--- config.mk ---
export PLATFORM = sky130hd
export DESIGN_NAME = signal_field_decoder
export DESIGN_NICKNAME = d
export VERILOG_FILES = /design/src/rtl/wlan_sig_pkg.sv /design/src/rtl/signal_rate_decode.sv /design/src/rtl/signal_field_decoder.sv
export SDC_FILE = /design/constraint.sdc
export NUM_CORES = 1
export LEC_CHECK = 0
export ABC_AREA = 1
export CAP_MARGIN = 20
export CORE_MARGIN = 3
export CORE_UTILIZATION = 55
export CTS_BUF_LIST = sky130_fd_sc_hd__clkbuf_16
export DETAILED_ROUTE_END_ITERATION = 6
export HOLD_SLACK_MARGIN = 0.1
export PLACE_DENSITY = 0.78
export SLEW_MARGIN = 20
export SYNTH_ARGS = -nofsm -noshare
export SYNTH_HDL_FRONTEND = slang
export SYNTH_SLANG_ARGS = --single-unit
export TNS_END_PERCENT = 30
--- constraint.sdc ---
create_clock -name clk -period 7.8 [get_ports clk]
set_clock_uncertainty 0.15 [all_clocks]
set_input_delay 1.17 -clock clk [delete_from_list [all_inputs] [get_ports clk]]
set_output_delay 1.17 -clock clk [all_outputs]
set_load 0.05 [all_outputs]
--- src/rtl/wlan_sig_pkg.sv ---
// Shared types and constants for the 802.11a SIGNAL field decoder.
// Rate codes are stored the way they land in rate_o: bit 0 holds R1, the
// first bit on air, so the table's "R1R2R3R4" strings are reversed below.
package wlan_sig_pkg;

  typedef enum logic [2:0] {
    IDLE,
    COLLECT,
    CHECK,
    DIVIDE,
    DONE
  } sig_state_t;

  localparam int SIG_BITS          = 24;
  localparam int SERVICE_TAIL_BITS = 22;  // 16 SERVICE + 6 tail bits

  // Bit positions inside the collected SIGNAL word (bit 0 = first received)
  localparam int RATE_LSB   = 0;
  localparam int LEN_LSB    = 5;
  localparam int PARITY_BIT = 17;
  localparam int TAIL_LSB   = 18;

  // Convert an on-air "R1R2R3R4" string (R1 as MSB) into rate_o ordering
  function automatic logic [3:0] tx_order(input logic [3:0] r1r2r3r4);
    return {r1r2r3r4[0], r1r2r3r4[1], r1r2r3r4[2], r1r2r3r4[3]};
  endfunction

  localparam logic [3:0] RATE_6M  = tx_order(4'b1101);
  localparam logic [3:0] RATE_9M  = tx_order(4'b1111);
  localparam logic [3:0] RATE_12M = tx_order(4'b0101);
  localparam logic [3:0] RATE_18M = tx_order(4'b0111);
  localparam logic [3:0] RATE_24M = tx_order(4'b1001);
  localparam logic [3:0] RATE_36M = tx_order(4'b1011);
  localparam logic [3:0] RATE_48M = tx_order(4'b0001);
  localparam logic [3:0] RATE_54M = tx_order(4'b0011);

  typedef struct packed {
    logic [7:0] n_dbps;
    logic [8:0] n_cbps;
    logic [2:0] n_bpsc;
    logic       valid;
  } rate_params_t;

endpackage

--- src/rtl/signal_rate_decode.sv ---
// Combinational RATE lookup: maps the 4-bit RATE field to the per-rate
// OFDM constants. Illegal codes return all zeros with valid cleared.
module signal_rate_decode
  import wlan_sig_pkg::*;
(
  input  logic [3:0]   rate,
  output rate_params_t params
);

  // Rate table; unknown codes fall through to the all-zero default
  always_comb begin
    params = '0;
    case (rate)
      RATE_6M:  params = '{n_dbps: 8'd24,  n_cbps: 9'd48,  n_bpsc: 3'd1, valid: 1'b1};
      RATE_9M:  params = '{n_dbps: 8'd36,  n_cbps: 9'd48,  n_bpsc: 3'd1, valid: 1'b1};
      RATE_12M: params = '{n_dbps: 8'd48,  n_cbps: 9'd96,  n_bpsc: 3'd2, valid: 1'b1};
      RATE_18M: params = '{n_dbps: 8'd72,  n_cbps: 9'd96,  n_bpsc: 3'd2, valid: 1'b1};
      RATE_24M: params = '{n_dbps: 8'd96,  n_cbps: 9'd192, n_bpsc: 3'd4, valid: 1'b1};
      RATE_36M: params = '{n_dbps: 8'd144, n_cbps: 9'd192, n_bpsc: 3'd4, valid: 1'b1};
      RATE_48M: params = '{n_dbps: 8'd192, n_cbps: 9'd288, n_bpsc: 3'd6, valid: 1'b1};
      RATE_54M: params = '{n_dbps: 8'd216, n_cbps: 9'd288, n_bpsc: 3'd6, valid: 1'b1};
      default:  params = '0;
    endcase
  end

endmodule

--- src/rtl/signal_field_decoder.sv ---
// 802.11a SIGNAL field decoder: collects the 24 decoded SIGNAL bits,
// checks parity/RATE/tail/LENGTH, and derives N_SYM by repeated
// subtraction of N_DBPS from (16 + 8*LENGTH + 6), one step per cycle.
module signal_field_decoder
  import wlan_sig_pkg::*;
#(
  parameter int LEN_W  = 12,
  parameter int NSYM_W = 11
) (
  input  logic              clk,
  input  logic              reset,
  input  logic              start_i,
  input  logic              abort_i,
  input  logic              bit_valid_i,
  input  logic              bit_i,
  output logic              busy_o,
  output logic              sig_done_o,
  output logic              sig_ok_o,
  output logic              parity_err_o,
  output logic              rate_err_o,
  output logic              tail_err_o,
  output logic              len_err_o,
  output logic [3:0]        rate_o,
  output logic [LEN_W-1:0]  length_o,
  output logic [7:0]        n_dbps_o,
  output logic [8:0]        n_cbps_o,
  output logic [2:0]        n_bpsc_o,
  output logic [NSYM_W-1:0] n_sym_o
);

  sig_state_t            state;
  sig_state_t            state_next;
  logic [SIG_BITS-1:0]   shreg;
  logic [4:0]            bit_cnt;
  logic [15:0]           remainder;
  logic [NSYM_W-1:0]     sym_cnt;
  rate_params_t          rate_params;

  logic                  last_bit;
  logic                  parity_bad;
  logic                  tail_bad;
  logic                  len_bad;
  logic                  rate_bad;
  logic                  check_err;
  logic                  div_last;
  logic [15:0]           rem_init;

  // The RATE field sits in the low nibble once all 24 bits are in
  signal_rate_decode u_rate_decode (
    .rate   (shreg[RATE_LSB +: 4]),
    .params (rate_params)
  );

  assign last_bit   = bit_valid_i && (bit_cnt == 5'(SIG_BITS - 1));
  assign parity_bad = ^shreg[PARITY_BIT:0];
  assign tail_bad   = |shreg[SIG_BITS-1:TAIL_LSB];
  assign len_bad    = (shreg[LEN_LSB +: LEN_W] == '0);
  assign rate_bad   = ~rate_params.valid;
  assign check_err  = parity_bad | tail_bad | len_bad | rate_bad;

  // Bits still to cover before this step: when they fit in one symbol we stop
  assign div_last   = (remainder <= {8'd0, n_dbps_o});
  assign rem_init   = 16'(SERVICE_TAIL_BITS) + 16'({shreg[LEN_LSB +: LEN_W], 3'b000});

  assign busy_o     = (state != IDLE);

  // State register
  always_ff @(posedge clk or posedge reset) begin
    if (reset) begin
      state <= IDLE;
    end else begin
      state <= state_next;
    end
  end

  // Next-state logic; abort overrides everything, including a start in IDLE
  always_comb begin
    state_next = state;
    if (abort_i) begin
      state_next = IDLE;
    end else begin
      case (state)
        IDLE:    if (start_i) state_next = COLLECT;
        COLLECT: if (last_bit) state_next = CHECK;
        CHECK:   state_next = check_err ? DONE : DIVIDE;
        DIVIDE:  if (div_last) state_next = DONE;
        DONE:    state_next = IDLE;
        default: state_next = IDLE;
      endcase
    end
  end

  // Bit collection, field latching, division datapath and result registers
  always_ff @(posedge clk or posedge reset) begin
    if (reset) begin
      shreg        <= '0;
      bit_cnt      <= '0;
      remainder    <= '0;
      sym_cnt      <= '0;
      sig_done_o   <= 1'b0;
      sig_ok_o     <= 1'b0;
      parity_err_o <= 1'b0;
      rate_err_o   <= 1'b0;
      tail_err_o   <= 1'b0;
      len_err_o    <= 1'b0;
      rate_o       <= '0;
      length_o     <= '0;
      n_dbps_o     <= '0;
      n_cbps_o     <= '0;
      n_bpsc_o     <= '0;
      n_sym_o      <= '0;
    end else begin
      sig_done_o <= 1'b0;
      if (abort_i) begin
        // Results stay as they were; only the in-flight work is dropped
        bit_cnt   <= '0;
        remainder <= '0;
        sym_cnt   <= '0;
      end else begin
        case (state)
          IDLE: begin
            if (start_i) begin
              bit_cnt      <= '0;
              sym_cnt      <= '0;
              sig_ok_o     <= 1'b0;
              parity_err_o <= 1'b0;
              rate_err_o   <= 1'b0;
              tail_err_o   <= 1'b0;
              len_err_o    <= 1'b0;
              n_sym_o      <= '0;
            end
          end
          COLLECT: begin
            if (bit_valid_i) begin
              // New bit enters at the top so the first bit ends up at bit 0
              shreg   <= {bit_i, shreg[SIG_BITS-1:1]};
              bit_cnt <= bit_cnt + 5'd1;
            end
          end
          CHECK: begin
            rate_o       <= shreg[RATE_LSB +: 4];
            length_o     <= shreg[LEN_LSB +: LEN_W];
            n_dbps_o     <= rate_params.n_dbps;
            n_cbps_o     <= rate_params.n_cbps;
            n_bpsc_o     <= rate_params.n_bpsc;
            parity_err_o <= parity_bad;
            rate_err_o   <= rate_bad;
            tail_err_o   <= tail_bad;
            len_err_o    <= len_bad;
            remainder    <= rem_init;
            sym_cnt      <= '0;
            bit_cnt      <= '0;
          end
          DIVIDE: begin
            sym_cnt <= sym_cnt + NSYM_W'(1);
            if (!div_last) begin
              remainder <= remainder - {8'd0, n_dbps_o};
            end
          end
          DONE: begin
            sig_done_o <= 1'b1;
            sig_ok_o   <= ~(parity_err_o | rate_err_o | tail_err_o | len_err_o);
            n_sym_o    <= (parity_err_o | rate_err_o | tail_err_o | len_err_o)
                          ? '0 : sym_cnt;
            remainder  <= '0;
          end
          default: begin
            bit_cnt <= '0;
          end
        endcase
      end
    end
  end

endmodule

### After elaboration in Yosys (flattened, before gate mapping)

Memory sizes are Yosys's and may differ from the RTL's.
Cells that the tools add are included.

| cells by class | value |
|---|---|
| reduce and logical (&&, ||, !) cells | 19 |
| add/sub/neg operators | 4 |
| bitwise gates (word level) | 9 |
| order comparisons | 1 |
| muxes and demuxes | 26 |
| equal/unequal tests | 12 |

Operators by type and width:

| cell | count |
|---|---|
| 16-bit one-hot mux with 3 select lines | 1 |
| 11-bit 2-to-1 mux | 3 |
| 11-bit one-hot mux with 3 select lines | 1 |
| 16-bit 2-to-1 mux | 2 |
| 11-bit one-hot mux with 2 select lines | 1 |
| 18-bit XOR reduction | 1 |
| 5-bit by 15-bit adder with 16-bit output, first input constant | 1 |
| 16-bit by 8-bit less-or-equal comparator with 1-bit output | 1 |
| 16-bit by 8-bit subtractor with 16-bit output | 1 |
| 3-bit 2-to-1 mux | 5 |
| 5-bit 2-to-1 mux | 3 |
| 3-bit != test, second input constant | 5 |
| 5-bit one-hot mux with 3 select lines | 1 |
| 3-bit AND reduction | 5 |
| 12-bit logical NOT | 1 |
| 3-bit one-hot mux with 4 select lines | 1 |
| 11-bit by 1-bit adder with 11-bit output, second input constant | 1 |
| 1-bit one-hot mux with 2 select lines | 5 |
| 4-bit nonzero test | 2 |
| 3-bit by 2-bit equality test with 1-bit output, second input constant | 2 |
| 1-bit bitwise OR | 6 |
| 2-bit AND reduction | 3 |
| 6-bit OR reduction | 1 |
| 5-bit by 1-bit adder with 5-bit output, second input constant | 1 |
| 12 further kinds | 17 |

| storage, ports and cells | value |
|---|---|
| output and inout port bits | 54 |
| bits of input ports | 6 |
| bits in registers | 112 |
| ROM bits | 240 |
| word-level logic and storage cells | 89 |
| memories kept | 1 |

Memories:

| name | depth | width | read ports | clocked after memory_dff | write ports | line | text |
|---|---|---|---|---|---|---|---|
| (name not given) | 16 | 15 | 1 | 0 | 0 | signal_rate_decode.sv:13 | `case (rate)` |

### Depth between registers and ports, before layout

Gate-level depths: netlist of run 1.

| logic depth | value |
|---|---|
| word-level depth | 7 |
| gate-level depth with buffers | 13 |
| mapped depth without buffers | 13 |

### Hierarchy

A second synthesis of run 1 with hierarchy kept.

| second synthesis, totals | value |
|---|---|
| cells, all modules | 810 |
| area total of the unflattened synthesis | 6083.3 um^2 |

Modules (own cells, without submodules):

| module | times used | cells an instance | area an instance (um^2) | sequential area each (um^2) |
|---|---|---|---|---|
| signal_field_decoder | 1 | 762 | 5823.1 | 2802.7 |
| signal_rate_decode | 1 | 48 | 260.2 | 0.0 |

### Worst setup path before layout of run 1

OpenSTA, ideal clock, no wires.

| path | value |
|---|---|
| path type | input -> register |
| from | input abort_i |
| to | register shreg[17] |
| setup time | 0.125 ns |
| stages on the path | 6 |
| data required time | 7.525 ns |
| buffers on the path | 1 |
| setup slack | 5.530 ns |
| arrival time | 1.996 ns |
| path through | inv_2 nand2_1 inv_2 nand2_2 buf_2 mux2_2 |

| on the way | value |
|---|---|
| longest elaborated chain between the ends | 2 |

Ends and longest elaborated chain:

| element | line | text |
|---|---|---|
| start: declaration | signal_field_decoder.sv:13 | `input logic abort_i,` |
| 1-bit NOT (no source line) | n/a |  |
| 3-bit AND reduction (no source line) | n/a |  |
| end signal: assignment | signal_field_decoder.sv:136 | `shreg <= {bit_i, shreg[SIG_BITS-1:1]};` |
| end: declaration | signal_field_decoder.sv:33 | `logic [SIG_BITS-1:0] shreg;` |

No other way between the ends.
A chain may end at the register's enable or synchronous reset.

### Worst setup path after layout of run 1

| path | value |
|---|---|
| from | input abort_i |
| to | register n_dbps_o[3] |

| on the way | value |
|---|---|
| longest elaborated chain between the ends | 2 |

Ends and longest elaborated chain:

| element | line | text |
|---|---|---|
| 1-bit NOT (no source line) | n/a |  |
| 2-bit AND reduction (no source line) | n/a |  |
| end signal: assignment | signal_field_decoder.sv:143 | `n_dbps_o <= rate_params.n_dbps;` |
| end: declaration | signal_field_decoder.sv:25 | `output logic [7:0] n_dbps_o,` |

No other way between the ends.

==> impl_metrics.yaml, run 1 <==
run_status:
  outcome: "finished clean"
global_routing:
  antenna_found_initial: 0
  grt_overflow: 0
  grt_util_met1: 0.2963
  use_met2: 0.4258
  grt_busiest_layer: "met2"
  use_met3: 0.05780
  grt_max_degree: 64
  grt_pass1_vias: 4784
  grt_usage: 0.2443
  grt_pass1_wl_um: 22220
floorplanning:
  start_util: 0.5713
  dieArea_um2: 11500
  coreArea_um2: 9864
  ios: 60
  die_w_um: 107.2
  dieHeight_um: 107.2
  rows: 36
cts:
  post_cts_resized: 0
  htree_num_levels: 3
  clk_latency_ps: 350
  root_buffer: "clkbuf_16"
  clockBufferDepth: 2
  post_cts_buffers: 0
  cts.sinks: 104
  numCtsBuffers: 9
  cts_tree: "done"
  ctsHoldBuffers: 0
  clk_pin_slew_ps: 60
final_layout:
  layout-drive-gt1-share: 0.05897
  diodes: 0
  synthToLayoutAreaGrowth_pct: 15.96
  fin_nets: 800
  final_util: 0.6625
route:
  wl_per_cell_um: 14.31
  routed_wirelength_um: 13060
  drt_iter0_drc: 333
  ant_nets: 0
  vias_per_cell: 5.334
  drtPass1Iterations: 5
  vias: 4870
  drc: 0
pwr:
  p_int_mw: 1.249
  p_sw_mw: 0.9821
  p_clk_frac: 0.208
  finalPower_mw: 2.231
  power_frac_comb: 0.460
  switching_share: 0.4402
  p_leak_nw: 3.177
  peakVddDrop_v: 0.0002063
  p_seq_frac: 0.332
  p_per_area_nw_per_um2: 341.4
worst_setup_path:
  r2r_cells: 7
  cp-start-kind: "primary input"
  path_cells: "clkdlybuf4s50_1, inv_2, nand2_2, clkinv_1, o2111ai_1, o21ai_0"
  worst-path-max-fanout: 45
  cpLargestDelayFamily: "buffers and inverters"
  path_class: "in -> reg"
  rrSetupSlack_ps: 5520
  worstPathArrival_ps: 3330
  critical-path-slowest-cell: "clkdlybuf4s50_1"
  crit_buf_inv: 3
  required_ps: 7870
  cp-end-kind: "flop"
  max_stage_delay_ps: 630
  cp.depth: 6
sta:
  holdWs_ps: 329.7
  max_freq_mhz: 306.7
  slew_viol_final: 0
  setup_tns_ps: 0
  finalHoldViolCount: 0
  worst_pin_slew_ps: 780.9
  layout_min_cycle_time_ps: 3261
  relSlewSlack: 0.4794
  fin_crit_sh: 0.4180
  setup_violations: 0
  rsz0062_at_grt: "no"
logic_synthesis:
  syn_avg_cell_area_um2: 7.741
  ys_ff_latch: 104
  ys_seq_area_frac: 0.4618
  syn_area_um2: 5635
  synth_cells: 728
  synth_most_common_cell: "nand2_1"
  synthTopCellsByArea: "dfrtp_1 46%, nand2_1 15%, o21ai_0 6.9%, inv_1 5.3%, nand3_1 4.5%"
  synth.distinct_cells: 45
  yosys.area.top_type: "dfrtp_1"
  ys_top_cells_by_count: "223 x nand2_1, 104 x dfrtp_1, 79 x inv_1, 78 x o21ai_0"
  synthFlopType: "dfrtp_1"
  synth_edf_count: 0
  netlist.area_leader.share: 0.4618
  yosys_warnings: 0
  synthArstFlopShare: 1.000
placement:
  hpwl_um: 9654
  port_buffers: 53
  place_congestion: 0.9277
min_path:
  holdPathStages: 2
  hold_path_class: "reg -> reg"
flow_run:
  max_cap_violations: 0
==> area by class of cell <==
cell class / instances / area [um^2]
Fill cell: 845 / 3329
Multi-Input combinational cell: 515 / 2574
Timing Repair Buffer: 54 / 538.0
Clock buffer: 9 / 225.2
Sequential cell: 104 / 2603
Clock inverter: 6 / 76.32
Inverter: 92 / 352.8
Tap cell: 133 / 166.4
==> through the flow <==
stage | worst slack, ps | cells | instance area [um^2]
2_1_floorplan | 3748 | 733 | 5654
3_3_place_gp | 4280 | 898 | 6233
3_5_place_dp | 4200 | 898 | 6233
4_1_cts | 4520 | 913 | 6535
5_1_grt | 4329 | 913 | 6535
6_report | 4539 | 913 | 6535
==> state kept, by name (all words and copies together), names as in the netlist, 5 cells and up <==
| name | cells |
|---|---|
| shreg | 24 |
| n_sym_o | 11 |
| n_dbps_o | 6 |
| remainder | 15 |
| length_o | 12 |
| bit_cnt | 5 |
| sym_cnt | 11 |
==> layout by cell type (no fill, tap or decap), drive strengths merged, types with 2 or more instances in the layout <==
cell type / count
nor4: 2
clkbuf: 9
mux2: 5
nand2: 231
dfrtp: 104
ha: 17
clkdlybuf4s50: 53
xor2: 5
xnor2: 3
nand3: 52
o31ai: 2
nand3b: 4
nor2: 55
clkinv: 4
o22ai: 5
conb: 6
a22o: 3
nor3: 6
nand4: 9
bufinv: 2
inv: 92
o21ai: 80
a21oi: 20
==> cells by family (layout without fill, tap and decap cells) <==
| family | Yosys count | in the layout | share of synthesized area |
|---|---|---|---|
| AO/OA/AOI/OAI | 116 | 116 | 0.1103 |
| XOR/XNOR | 8 | 8 | 0.01243 |
| adder cells (fa/ha/maj) | 18 | 18 | 0.04130 |
| buffers and inverters | 114 | 161 | 0.08481 |
| flip-flops | 104 | 104 | 0.4618 |
| multiplexers | 5 | 5 | 0.009990 |
| other | 1 | 6 | 0.0006654 |
| AND/OR/NAND/NOR | 362 | 362 | 0.2786 |
==> worst paths after layout <==
kind	from	to
setup / recovery	abort_i	n_dbps_o[3]
hold / removal	remainder[1]	remainder[1]
setup reg to reg	state[2]	n_dbps_o[3]
hold reg to reg	remainder[1]	remainder[1]
max in group asynchronous	reset	shreg[23]
min in group asynchronous	reset	sym_cnt[1]
==> worst min-delay path: cells and delay by family, from the launching register on <==
kind | cells | cell delay, ps
flip-flops | 1 | 350
AND/OR/NAND/NOR | 2 | 110
==> layer usage <==
metal / part of all wire / vias up
met3: 0.043 / 20
met2: 0.51 / 105
met1: 0.43 / 2314
met4: 0.017 / 0
met5: 0 / -
li1: - / 2431
==> power by group through the flow <==
stage	combinational (mW)	clock, mW	sequential [mW]
floorplan	0.671	0	0.839
global placement	0.994	0	0.742
detailed placement	1.02	0	0.746
CTS	1.03	0.474	0.738
global route	1.15	0.495	0.752
finish	1.03	0.464	0.740
Note: power is estimated with default switching activity, not from simulation.
==> run 2: changes to the inputs <==
CORE_UTILIZATION = 52   (was 55)
PLACE_DENSITY = 0.77   (was 0.78)
clock period = 2.7 ns   (was 7.8 ns; I/O delays follow)
==> run 2 against run 1 <==
  * Worst hold slack gained 2.8 ps
  * Sequential share of layout area shrank 0.18 points
  * Critical path depth shrank 3
  * Global-route usage shrank 1.6 points
  * Clock power grew to 2.7 times the previous value
  * Register-to-register slack lost 5100 ps
  * Setup slack lost 4300 ps
  * Clock-buffer cell count is the same
  * Cell area grew 0.46%
==> impl_metrics.yaml, run 2 (synthesized netlist as in run 1, its figures left out) <==
global_routing:
  grt_pass1_vias: 4737
  grt_pass1_wl_um: 22000
  grt_overflow: 0
  grt_max_degree: 63
  grt_usage: 0.2284
  antenna_found_initial: 0
final_layout:
  largestRegisters: "shreg: 24 flops, remainder: 15 flops, length_o: 12 flops"
  diodes: 0
  final_common_cell: "nand2_1"
  layout-drive-gt1-share: 0.06633
  top_register: "shreg"
  synthToLayoutAreaGrowth_pct: 16.50
  fin_nets: 803
  largest_register_ffs: 24
  final_cell_mix: "223 x nand2_1, 104 x dfrtp_1, 79 x inv_1"
  final_area_um2: 6565
sta:
  fin_crit_sh: 0.9036
  max_freq_mhz: 409.9
  setup_tns_ps: 0
  relSlewSlack: 0.6427
  finalHoldViolCount: 0
  setup_violations: 0
  slew_viol_final: 0
  rsz0062_at_grt: "no"
  layout_min_cycle_time_ps: 2440
  worst_pin_slew_ps: 534.3
cts:
  post_cts_buffers: 0
  root_buffer: "clkbuf_16"
  clockBufferDepth: 2
  post_cts_resized: 0
  cts_tree: "done"
  htree_num_levels: 3
  clk_pin_slew_ps: 70
  numCtsBuffers: 9
  cts.sinks: 104
  clk_latency_ps: 350
  ctsHoldBuffers: 0
run_status:
  outcome: "finished clean"
pwr:
  p_leak_nw: 3.183
  p_per_area_nw_per_um2: 962.5
  peakVddDrop_v: 0.0005433
floorplanning:
  dieHeight_um: 110.1
  dieArea_um2: 12120
  die_w_um: 110.1
  rows: 37
  coreArea_um2: 10420
  start_util: 0.5410
  ios: 60
placement:
  place_area_um2: 6286
  port_buffers: 53
  place_congestion: 0.9350
  hpwl_um: 9654
min_path:
  hold_path_class: "reg -> reg"
worst_setup_path:
  critical-path-slowest-cell: "clkdlybuf4s50_1"
  required_ps: 2140
  worst-path-max-fanout: 4
  rrSetupSlack_ps: 470
  worstPathArrival_ps: 1880
  path_class: "reg -> out"
  cp-end-kind: "primary output"
  max_stage_delay_ps: 730
  path_cells: "nor2_1, nand2_1, clkdlybuf4s50_1"
  cp-start-kind: "flop"
route:
  drt_iter0_drc: 428
  vias_per_cell: 5.246
  drtPass1Iterations: 5
  routed_wirelength_um: 12720
  ant_nets: 0
  wl_per_cell_um: 13.83
  drc: 0
  vias: 4826
flow_run:
  max_cap_violations: 0
[run 2: worst max-delay path: cells and delay by family (launching register included)]
kind | cells | cell delay [ps]
and+or+nand+nor | 2 | 380
DFF | 1 | 430
buffers and inverters | 1 | 730
[run 2: cell type report]
class	instances	area, um^2
Tap cell	136	170.2
Sequential cell	104	2603
Inverter	92	354.1
Multi-Input combinational cell	515	2574
Fill cell	907	3851
Clock buffer	9	225.2
Clock inverter	7	53.80
Timing Repair Buffer	57	585.6
[run 2: path summary, 6_finish.rpt]
check / startpoint / end / depth (start not counted)
max in group asynchronous: reset / remainder[13] / 3
min in group asynchronous: reset / remainder[3] / 3
hold / removal: sig_ok_o / sig_ok_o / 2
setup / recovery: state[1] / busy_o / 3
setup reg to reg: n_dbps_o[2] / remainder[9] / 11
hold reg to reg: sig_ok_o / sig_ok_o / 2
[run 2: layer usage]
metal  share of wire  vias to the layer above  global-route usage  routed length (um)
li1                -                     2439                   -                   -
met1            0.45                     2256              0.3039                5740
met2            0.49                      116              0.3860                6253
met3           0.044                       15             0.03145                 555
met4           0.014                        0             0.07564                 172
met5               0                        -                   0                   0
[run 2: power by group]
group / switching, mW / internal (mW)
clock: 0.593 / 0.635
combinational: 1.98 / 0.976
sequential: 0.293 / 1.84
[run 2: per-stage QoR]
| stage | hold slack [ps] | utilization | setup slack [ps] | power, mW | instances |
|---|---|---|---|---|---|
| final | 332.5 | 0.6303 | 260.2 | 6.319 | 920 |
| after global routing | 347.8 | 0.6303 | 150.6 | 6.849 | 920 |
| after CTS | 338.0 | 0.6303 | 244.8 | 6.348 | 920 |
| after detailed placement | 319.3 | 0.6035 | 294.3 | 5.097 | 904 |
| after global placement | 309.9 | 0.6035 | 341.8 | 5.017 | 904 |
| after floorplan | 292.5 | - | 449.7 | 4.363 | 733 |
==> run 3: changes to the inputs <==
ABC_CLOCK_PERIOD_IN_PS = 2170   (was not set)
CORE_UTILIZATION = 45   (was 52)
PLACE_DENSITY = 0.68   (was 0.77)
clock period = 2.17 ns   (was 2.7 ns; I/O delays follow)
==> run 3 against run 2 <==
  * Die area grew 15%
  * Non-clock buffer count grew 17
  * Sequential cell count is the same
  * Sequential power grew 24%
  * Final cell count grew 5.3%
  * Via count grew 1.3%
  * First-iteration DRC count shrank 19%
  * Cell area grew 3.7%
  * Sequential share of layout area shrank 1.4 points
  * Wire length grew 1.8%
  * Clock-buffer cell count is the same
==> impl_metrics.yaml, run 3 (synthesized netlist as in run 1, its figures left out) <==
route:
  wl_per_cell_um: 13.36
  vias: 4891
  drc: 0
  ant_nets: 0
  drt_iter0_drc: 347
  drtPass1Iterations: 5
  routed_wirelength_um: 12950
  vias_per_cell: 5.047
global_routing:
  antenna_found_initial: 0
  grt_overflow: 0
  grt_usage: 0.1941
  grt_pass1_vias: 4674
  grt_max_degree: 105
  grt_pass1_wl_um: 22270
worst_setup_path:
  r2r-end: "remainder[10]"
  cpLargestDelayFamily: "buffers and inverters"
  path_class: "reg -> out"
  max_stage_delay_ps: 840
  worst-path-max-fanout: 3
  cp-start-kind: "flop"
  path_cells: "clkdlybuf4s50_1"
  r2r_cells: 11
  crit_buf_inv: 1
  worstPathArrival_ps: 1630
  cp-end-kind: "primary output"
  r2r-start: "n_dbps_o[2]"
  rrSetupSlack_ps: 140
  critical-path-slowest-cell: "clkdlybuf4s50_1"
  required_ps: 1690
min_path:
  hold_path_class: "in -> async"
flow_run:
  max_cap_violations: 0
cts:
  htree_num_levels: 3
  root_buffer: "clkbuf_16"
  clk_latency_ps: 360
  cts_tree: "done"
  numCtsBuffers: 9
  cts.sinks: 104
  clockBufferDepth: 2
  clk_pin_slew_ps: 70
final_layout:
  fin_nets: 820
  final_common_cell: "nand2_1"
  largest_register_ffs: 24
  largestRegisters: "shreg: 24 flops, remainder: 15 flops, length_o: 12 flops"
  final_area_um2: 6808
  layout-drive-gt1-share: 0.1036
  final_cell_mix: "222 x nand2_1, 103 x dfrtp_1, 78 x o21ai_0"
  diodes: 0
  synthToLayoutAreaGrowth_pct: 20.80
  top_register: "shreg"
sta:
  relSlewSlack: 0.6112
  setup_tns_ps: 0
  slew_viol_final: 0
  layout_min_cycle_time_ps: 2108
  finalHoldViolCount: 0
  fin_crit_sh: 0.9716
  worst_pin_slew_ps: 583.2
  max_freq_mhz: 474.3
  setup_violations: 0
  holdWs_ps: 279.0
floorplanning:
  dieArea_um2: 13900
  ios: 60
  rows: 40
  die_w_um: 117.9
  coreArea_um2: 12110
  dieHeight_um: 117.9
  start_util: 0.4653
pwr:
  finalPower_mw: 8.263
  p_per_area_nw_per_um2: 1214
  p_leak_nw: 3.276
  peakVddDrop_v: 0.0008766
placement:
  place_area_um2: 6396
  place_congestion: 0.9558
  hpwl_um: 9693
  port_buffers: 53
run_status:
  outcome: "finished clean"
## run 3: cell count changes in the layout (fill, tap and decap cells not counted), moves of 2 or more
cell             previous run  this run
buf_4                       2        21
clkdlybuf4s50_1            53        51
ha_1                       17        13
ha_4                        0         3
inv_1                      79        76
inv_2                      10        12
## run 3: power breakdown
part / switching (mW) / internal, mW / total (mW)
sequential: 0.359 / 2.29 / 2.65
clock: 0.753 / 0.908 / 1.66
combinational: 2.54 / 1.41 / 3.95
total: 3.65 / 4.61 / 8.26
## run 3: per-stage QoR
stage            util  setup slack, ps  instances
2_1_floorplan       -           -80.29        733
5_1_grt        0.5621           -4.738        969
3_3_place_gp   0.5281            96.02        946
4_1_cts        0.5533            16.09        962
6_report       0.5621            61.69        969
3_5_place_dp   0.5281            36.07        946
## run 3: layout make-up
type	count	area, um^2
well taps	168	210.2
clock inverters	7	80.08
inverters	92	354.1
clock buffers	9	225.2
flip-flops and latches	104	2604
repair buffers	74	708.2
multi-input cells	515	2626
fillers	1145	5304
## run 3: per-layer routing
layer,part of all wire,global-route usage,wire length (um),vias to the layer above
met3,0.044,0.05046,569,12
met2,0.48,0.3238,6174,114
met1,0.47,0.2534,6036,2296
met5,0,0,0,-
li1,-,-,-,2469
met4,0.013,0.04762,170,0
## run 3: worst max-delay path by stage
stage	endpoint	cells past startpoint	startpoint
final	n_dbps_o[3]	1	n_dbps_o[3]
after CTS	remainder[15]	11	n_dbps_o[2]
after floorplan	remainder[8]	11	n_dbps_o[2]
after global routing	remainder[8]	12	n_dbps_o[4]
after global placement	remainder[12]	12	n_dbps_o[2]
after detailed placement	remainder[8]	11	n_dbps_o[2]
## run 3: what timing repair did
item,in CTS,in global routing
endpoints found under the setup margin,0,17
buffers inserted,0,7
hold buffers,0,0
resized for setup,0,11
